[src/rtl/smart_bextdep_unit.sv]
// -----------------------------------------------------------------------------
// smart_bextdep_unit
//
// Bit-extract (bext) / bit-deposit (bdep) unit for the bitmanip execute stage.
// One operation is accepted every clock; the result is registered and appears
// one cycle after its operands were sampled.
//
//   bext: the rs1 bits at the set positions of the rs2 mask are packed, in
//         order, into the LSBs of rd. The upper bits of rd are zero.
//   bdep: the LSBs of rs1 are scattered, in order, into the set positions of
//         the rs2 mask. All other bits of rd are zero.
//
// Ports
//   clock  in   1   rising-edge clock
//   reset  in   1   synchronous, active-high reset (clears rd)
//   bdep   in   1   operation select: 0 = bext, 1 = bdep
//   rs1    in  32   data operand
//   rs2    in  32   mask operand
//   rd     out 32   registered result
//
// Structure
//   Each selected bit at position i must move right by z(i), the number of
//   mask zeros below i. A five-stage compress network applies that shift one
//   binary digit at a time, LSB first (distances 1, 2, 4, 8, 16). Each bit
//   carries its own shift amount through the network, so the network never
//   needs recomputed per-stage controls. Running the same shifts in reverse
//   order (16 down to 1, moving left) is the exact inverse, which gives
//   deposit. The control for deposit (the shift amount per source bit) is
//   simply the z values after compression, which depend only on the mask.
// -----------------------------------------------------------------------------
module smart_bextdep_unit (
    input  logic        clock,
    input  logic        reset,
    input  logic        bdep,
    input  logic [31:0] rs1,
    input  logic [31:0] rs2,
    output logic [31:0] rd
);

    // Prefix zero counts of the mask
    logic [5:0]  zacc_s;
    logic [4:0]  zpre_s [0:31];

    // Compress network state per stage: valid, data, remaining shift amount
    logic [31:0] cv_s [0:5];
    logic [31:0] cd_s [0:5];
    logic [4:0]  cz_s [0:5][0:31];

    // Expand network state per stage
    logic [31:0] ev_s [0:5];
    logic [31:0] ed_s [0:5];
    logic [4:0]  ez_s [0:5][0:31];

    logic [31:0] ext_s;
    logic [31:0] dep_s;
    logic [31:0] rd_d;
    logic [31:0] rd_q;

    // Mask control: z(i) = number of zero mask bits strictly below bit i
    always_comb begin
        zacc_s = 6'd0;
        for (int i = 0; i < 32; i++) begin
            zpre_s[i] = zacc_s[4:0];
            zacc_s    = zacc_s + {5'd0, ~rs2[i]};
        end
    end

    // Compress (extract) network, shift distances 1, 2, 4, 8, 16.
    // Bit order is preserved at every stage, so a destination never receives
    // both a staying bit and an arriving bit.
    always_comb begin
        cv_s[0] = rs2;
        cd_s[0] = rs1 & rs2;
        for (int k = 0; k < 32; k++) begin
            cz_s[0][k] = zpre_s[k];
        end
        for (int s = 0; s < 5; s++) begin
            cv_s[s+1] = 32'd0;
            cd_s[s+1] = 32'd0;
            for (int k = 0; k < 32; k++) begin
                cz_s[s+1][k] = 5'd0;
            end
            for (int k = 0; k < 32; k++) begin
                int src;
                src = (k + (1 << s)) & 31;
                if (cv_s[s][k] && !cz_s[s][k][s]) begin
                    cv_s[s+1][k] = 1'b1;
                    cd_s[s+1][k] = cd_s[s][k];
                    cz_s[s+1][k] = cz_s[s][k];
                end else if ((k + (1 << s)) < 32 && cv_s[s][src] && cz_s[s][src][s]) begin
                    cv_s[s+1][k] = 1'b1;
                    cd_s[s+1][k] = cd_s[s][src];
                    cz_s[s+1][k] = cz_s[s][src];
                end else begin
                    cv_s[s+1][k] = 1'b0;
                end
            end
        end
        ext_s = cd_s[5];
    end

    // Expand (deposit) network: the compress stages undone in reverse order.
    // Source bit j (j < popcount) carries z(p_j), taken from the compressed
    // control, and moves left by that amount.
    always_comb begin
        ev_s[0] = cv_s[5];
        ed_s[0] = rs1 & cv_s[5];
        for (int k = 0; k < 32; k++) begin
            ez_s[0][k] = cz_s[5][k];
        end
        for (int t = 0; t < 5; t++) begin
            int s;
            s = 4 - t;
            ev_s[t+1] = 32'd0;
            ed_s[t+1] = 32'd0;
            for (int k = 0; k < 32; k++) begin
                ez_s[t+1][k] = 5'd0;
            end
            for (int k = 0; k < 32; k++) begin
                int src;
                src = (k - (1 << s)) & 31;
                if (ev_s[t][k] && !ez_s[t][k][s]) begin
                    ev_s[t+1][k] = 1'b1;
                    ed_s[t+1][k] = ed_s[t][k];
                    ez_s[t+1][k] = ez_s[t][k];
                end else if (k >= (1 << s) && ev_s[t][src] && ez_s[t][src][s]) begin
                    ev_s[t+1][k] = 1'b1;
                    ed_s[t+1][k] = ed_s[t][src];
                    ez_s[t+1][k] = ez_s[t][src];
                end else begin
                    ev_s[t+1][k] = 1'b0;
                end
            end
        end
        // Mask applied after deposit so unselected positions always read 0
        dep_s = ed_s[5] & rs2;
    end

    // Operation select
    always_comb begin
        if (bdep) begin
            rd_d = dep_s;
        end else begin
            rd_d = ext_s;
        end
    end

    // Result register with synchronous reset
    always_ff @(posedge clock) begin
        if (reset) begin
            rd_q <= 32'd0;
        end else begin
            rd_q <= rd_d;
        end
    end

    assign rd = rd_q;

endmodule

[config.mk]
export PLATFORM = sky130hd
export DESIGN_NAME = smart_bextdep_unit
export DESIGN_NICKNAME = d
export VERILOG_FILES = /design/src/rtl/smart_bextdep_unit.sv
export SDC_FILE = /design/constraint.sdc
export NUM_CORES = 1
export LEC_CHECK = 0
export BUFFER_PORTS_ARGS = -buffer_cell sky130_fd_sc_hd__buf_2
export CELL_PAD_IN_SITES_DETAIL_PLACEMENT = 1
export CELL_PAD_IN_SITES_GLOBAL_PLACEMENT = 1
export CORE_MARGIN = 1.5
export CORE_UTILIZATION = 47
export DETAILED_ROUTE_END_ITERATION = 6
export MAX_ROUTING_LAYER = met4
export PLACE_DENSITY = 0.94
export SLEW_MARGIN = 40
export SYNTH_ARGS = -nofsm -noshare
export SYNTH_HDL_FRONTEND = slang
export SYNTH_SLANG_ARGS = --single-unit
[constraint.sdc]
create_clock -name clock -period 19.75 [get_ports clock]
set_clock_uncertainty 0.1 [all_clocks]
set_input_delay 1.975 -clock clock [delete_from_list [all_inputs] [get_ports clock]]
set_output_delay 1.975 -clock clock [all_outputs]
set_load 0.03 [all_outputs]
==> results.md <==
* Multi-input gate area at 19900 µm²
* Max reg flops at 32
* Hold Path Sink: rd[30]
* Hold Path Class: in -> reg
* Post-Syn Area per Cell at 6.71 µm²
* Min Clock Period, post-route at 18.01 ns
* Final cell count without fillers at 3811
* Slowest library cell on the worst path: fa_1
* Vias per cell at 7.51
* Core box area at 44400 µm²
* Global-route wire length before repair at 182 mm
* FF+latch count, synth at 32
* Outcome: completed
* Fraction of final layout cells sized beyond drive strength 1 at 8.87%
* Worst path required time at 19.89 ns
* Count leader, synth: nand2_1
* Sequential share of the synthesized area at 3.01%
* FMAX at 55.5 MHz
* Fill count at 6030
* Worst slew margin at 29.0%
* CTS H-tree depth at 2
* Placed cells at 3796
* Slew Limit Fails at 0
* CP dominant cell by count: ha_1
* GRT overflow at 0
* Iteration count of the initial detailed-routing pass at 6
* I/O Pins at 99
* Number of flops mapped to enable cells by yosys at 0
* Maximum clock insertion buffer count at 2
* Row count at 77
* Total number of vias at 28600
* Commonest cells in the netlist: 360 x nand2_1, 326 x nor2_1, 206 x o21ai_0
* Hold path start: rs2[30]
* DR DRC count at 0
* CTS tree: yes
* Syn Inst Count at 3170
* Num CTS Buffers at 5
* Final Hold Fails at 0
* Cell Area, Synth at 21300 µm²
* Setup TNS at 0 ns
* Resized Gates After CTS at 0
* Final period utilization at 91.2%
* CP arrival at 18.15 ns
* Initial Util at 47.9%
* Setup CP Type: in -> reg
* Vias in the first global route at 28200
* Die width at 216 µm
* Dpl hpwl at 103 mm
* Buf+Inv Stages, Crit Path at 4
* Leading area contributor after synthesis: ha_1
* Hold-fix buffers at CTS at 0
* Post-route cell area at 22700 µm²
* Register cell area after layout at 641 µm²
* Reg clk slew, reported paths at 0.07 ns
* Total routed wirelength at 125 mm
* Top post-synthesis cells by area: ha_1 7.9%, nand2_1 6.4%, nor2_1 5.8%
* Die area at 46600 µm²
* Wire per inst at 32.7 µm
* Post-route ant nets at 0
* Clock sinks at 32
* Max-Cap Viols at 0
* Yosys warnings at 0
* GR Util All Layers at 53.4%
* Largest net degree at the start of global routing at 33
* Nets at 3445
* Setup Buffers After CTS at 0
* Measured slew at the worst slew-check pin at 1.05 ns
* Main synth FF type: dfxtp_1
* Synth-to-Final Area Change at 6.54%
* Yosys top cell area share at 7.94%
* Critical path's largest stage delay at 0.65 ns
* Kind of end point of the critical path: flop
* Final GP Congestion at 1.14
* Die Y-Extent at 216 µm
* Syn_nets at 3402
* CP Launch Type: input pin
* Async S/R FF share, synth at 0%
* Hold path depth at 3
* Clk root buf: clkbuf_16
* Iteration-0 DRC Markers at 3523
* Final setup violation count at 0
* Cell Area, Placed at 22400 µm²
* Antenna violations before repair at 2
* RSZ-0062 raised after global routing: false
* Top delay family on crit path: adder cells
* I/O Buffers at 98
* Distinct cells, synth at 106
* Crit-path max FO at 10
-- worst max-delay path by stage --
stage                       from      to  cells after the start
final                     rs2[0]  rd[25]                     48
after global routing      rs2[0]  rd[25]                     48
after CTS                 rs2[0]  rd[25]                     48
after detailed placement  rs2[0]  rd[25]                     48
after global placement    rs2[0]  rd[25]                     48
after floorplan           rs2[0]  rd[25]                     47
-- routing by layer --
| metal | wire length, µm | up-vias | GRT usage (%) |
|---|---|---|---|
| li1 | - | 12100 | - |
| met1 | 44700 | 13700 | 59.1 |
| met2 | 52300 | 2075 | 79.2 |
| met3 | 12700 | 753 | 12.1 |
| met4 | 14800 | 0 | 49.9 |
| met5 | 0 | - | - |
-- cells in the final DEF, fill, tap and decap left out, types with 63 or more instances in the layout --
| cell type | count |
|---|---|
| mux2i_1 | 78 |
| and3_1 | 64 |
| o21ai_0 | 199 |
| and2_1 | 63 |
| nand2_1 | 360 |
| a21oi_1 | 200 |
| ha_1 | 135 |
| xnor2_1 | 65 |
| o22ai_1 | 119 |
| buf_2 | 100 |
| nor2_1 | 323 |
| a22oi_1 | 91 |
| nand3_1 | 149 |
| inv_1 | 148 |
-- logic make-up (layout without fill, tap and decap cells) --
kind of cell / Yosys count / count (layout) / synth area share, %
and+or+nand+nor: 1314 / 1314 / 29.8
DFF: 32 / 32 / 3.01
xor gates and xnor gates: 141 / 141 / 8.83
other: 0 / 5 / 0
muxes: 123 / 123 / 6.20
AOI/OAI and AO/OA: 1158 / 1158 / 37.1
buffers and inverters: 237 / 281 / 4.27
adders and majority gates: 165 / 165 / 10.8
-- final cells by class --
class / count / share of cell area, %
timing repair buffer: 124 / 3.03
sequential: 32 / 2.83
tap: 592 / 3.27
multi-input combinational: 2901 / 87.6
antenna: 5 / 0.0552
inverter: 149 / 2.47
clock buffer: 5 / 0.552
clock inverter: 3 / 0.188
-- stage by stage --
step	util, %	setup WS [ns]	hold WS (ns)
2_1_floorplan	-	3.75	2.01
6_report	51.0	1.74	1.93
4_1_cts	50.8	1.92	1.93
3_3_place_gp	50.3	2.38	2.22
5_1_grt	51.0	1.11	1.97
3_5_place_dp	50.4	1.63	2.24
Power is not shown: default switching activity piles up to over one toggle a cycle in this logic, so the estimate is an artifact.
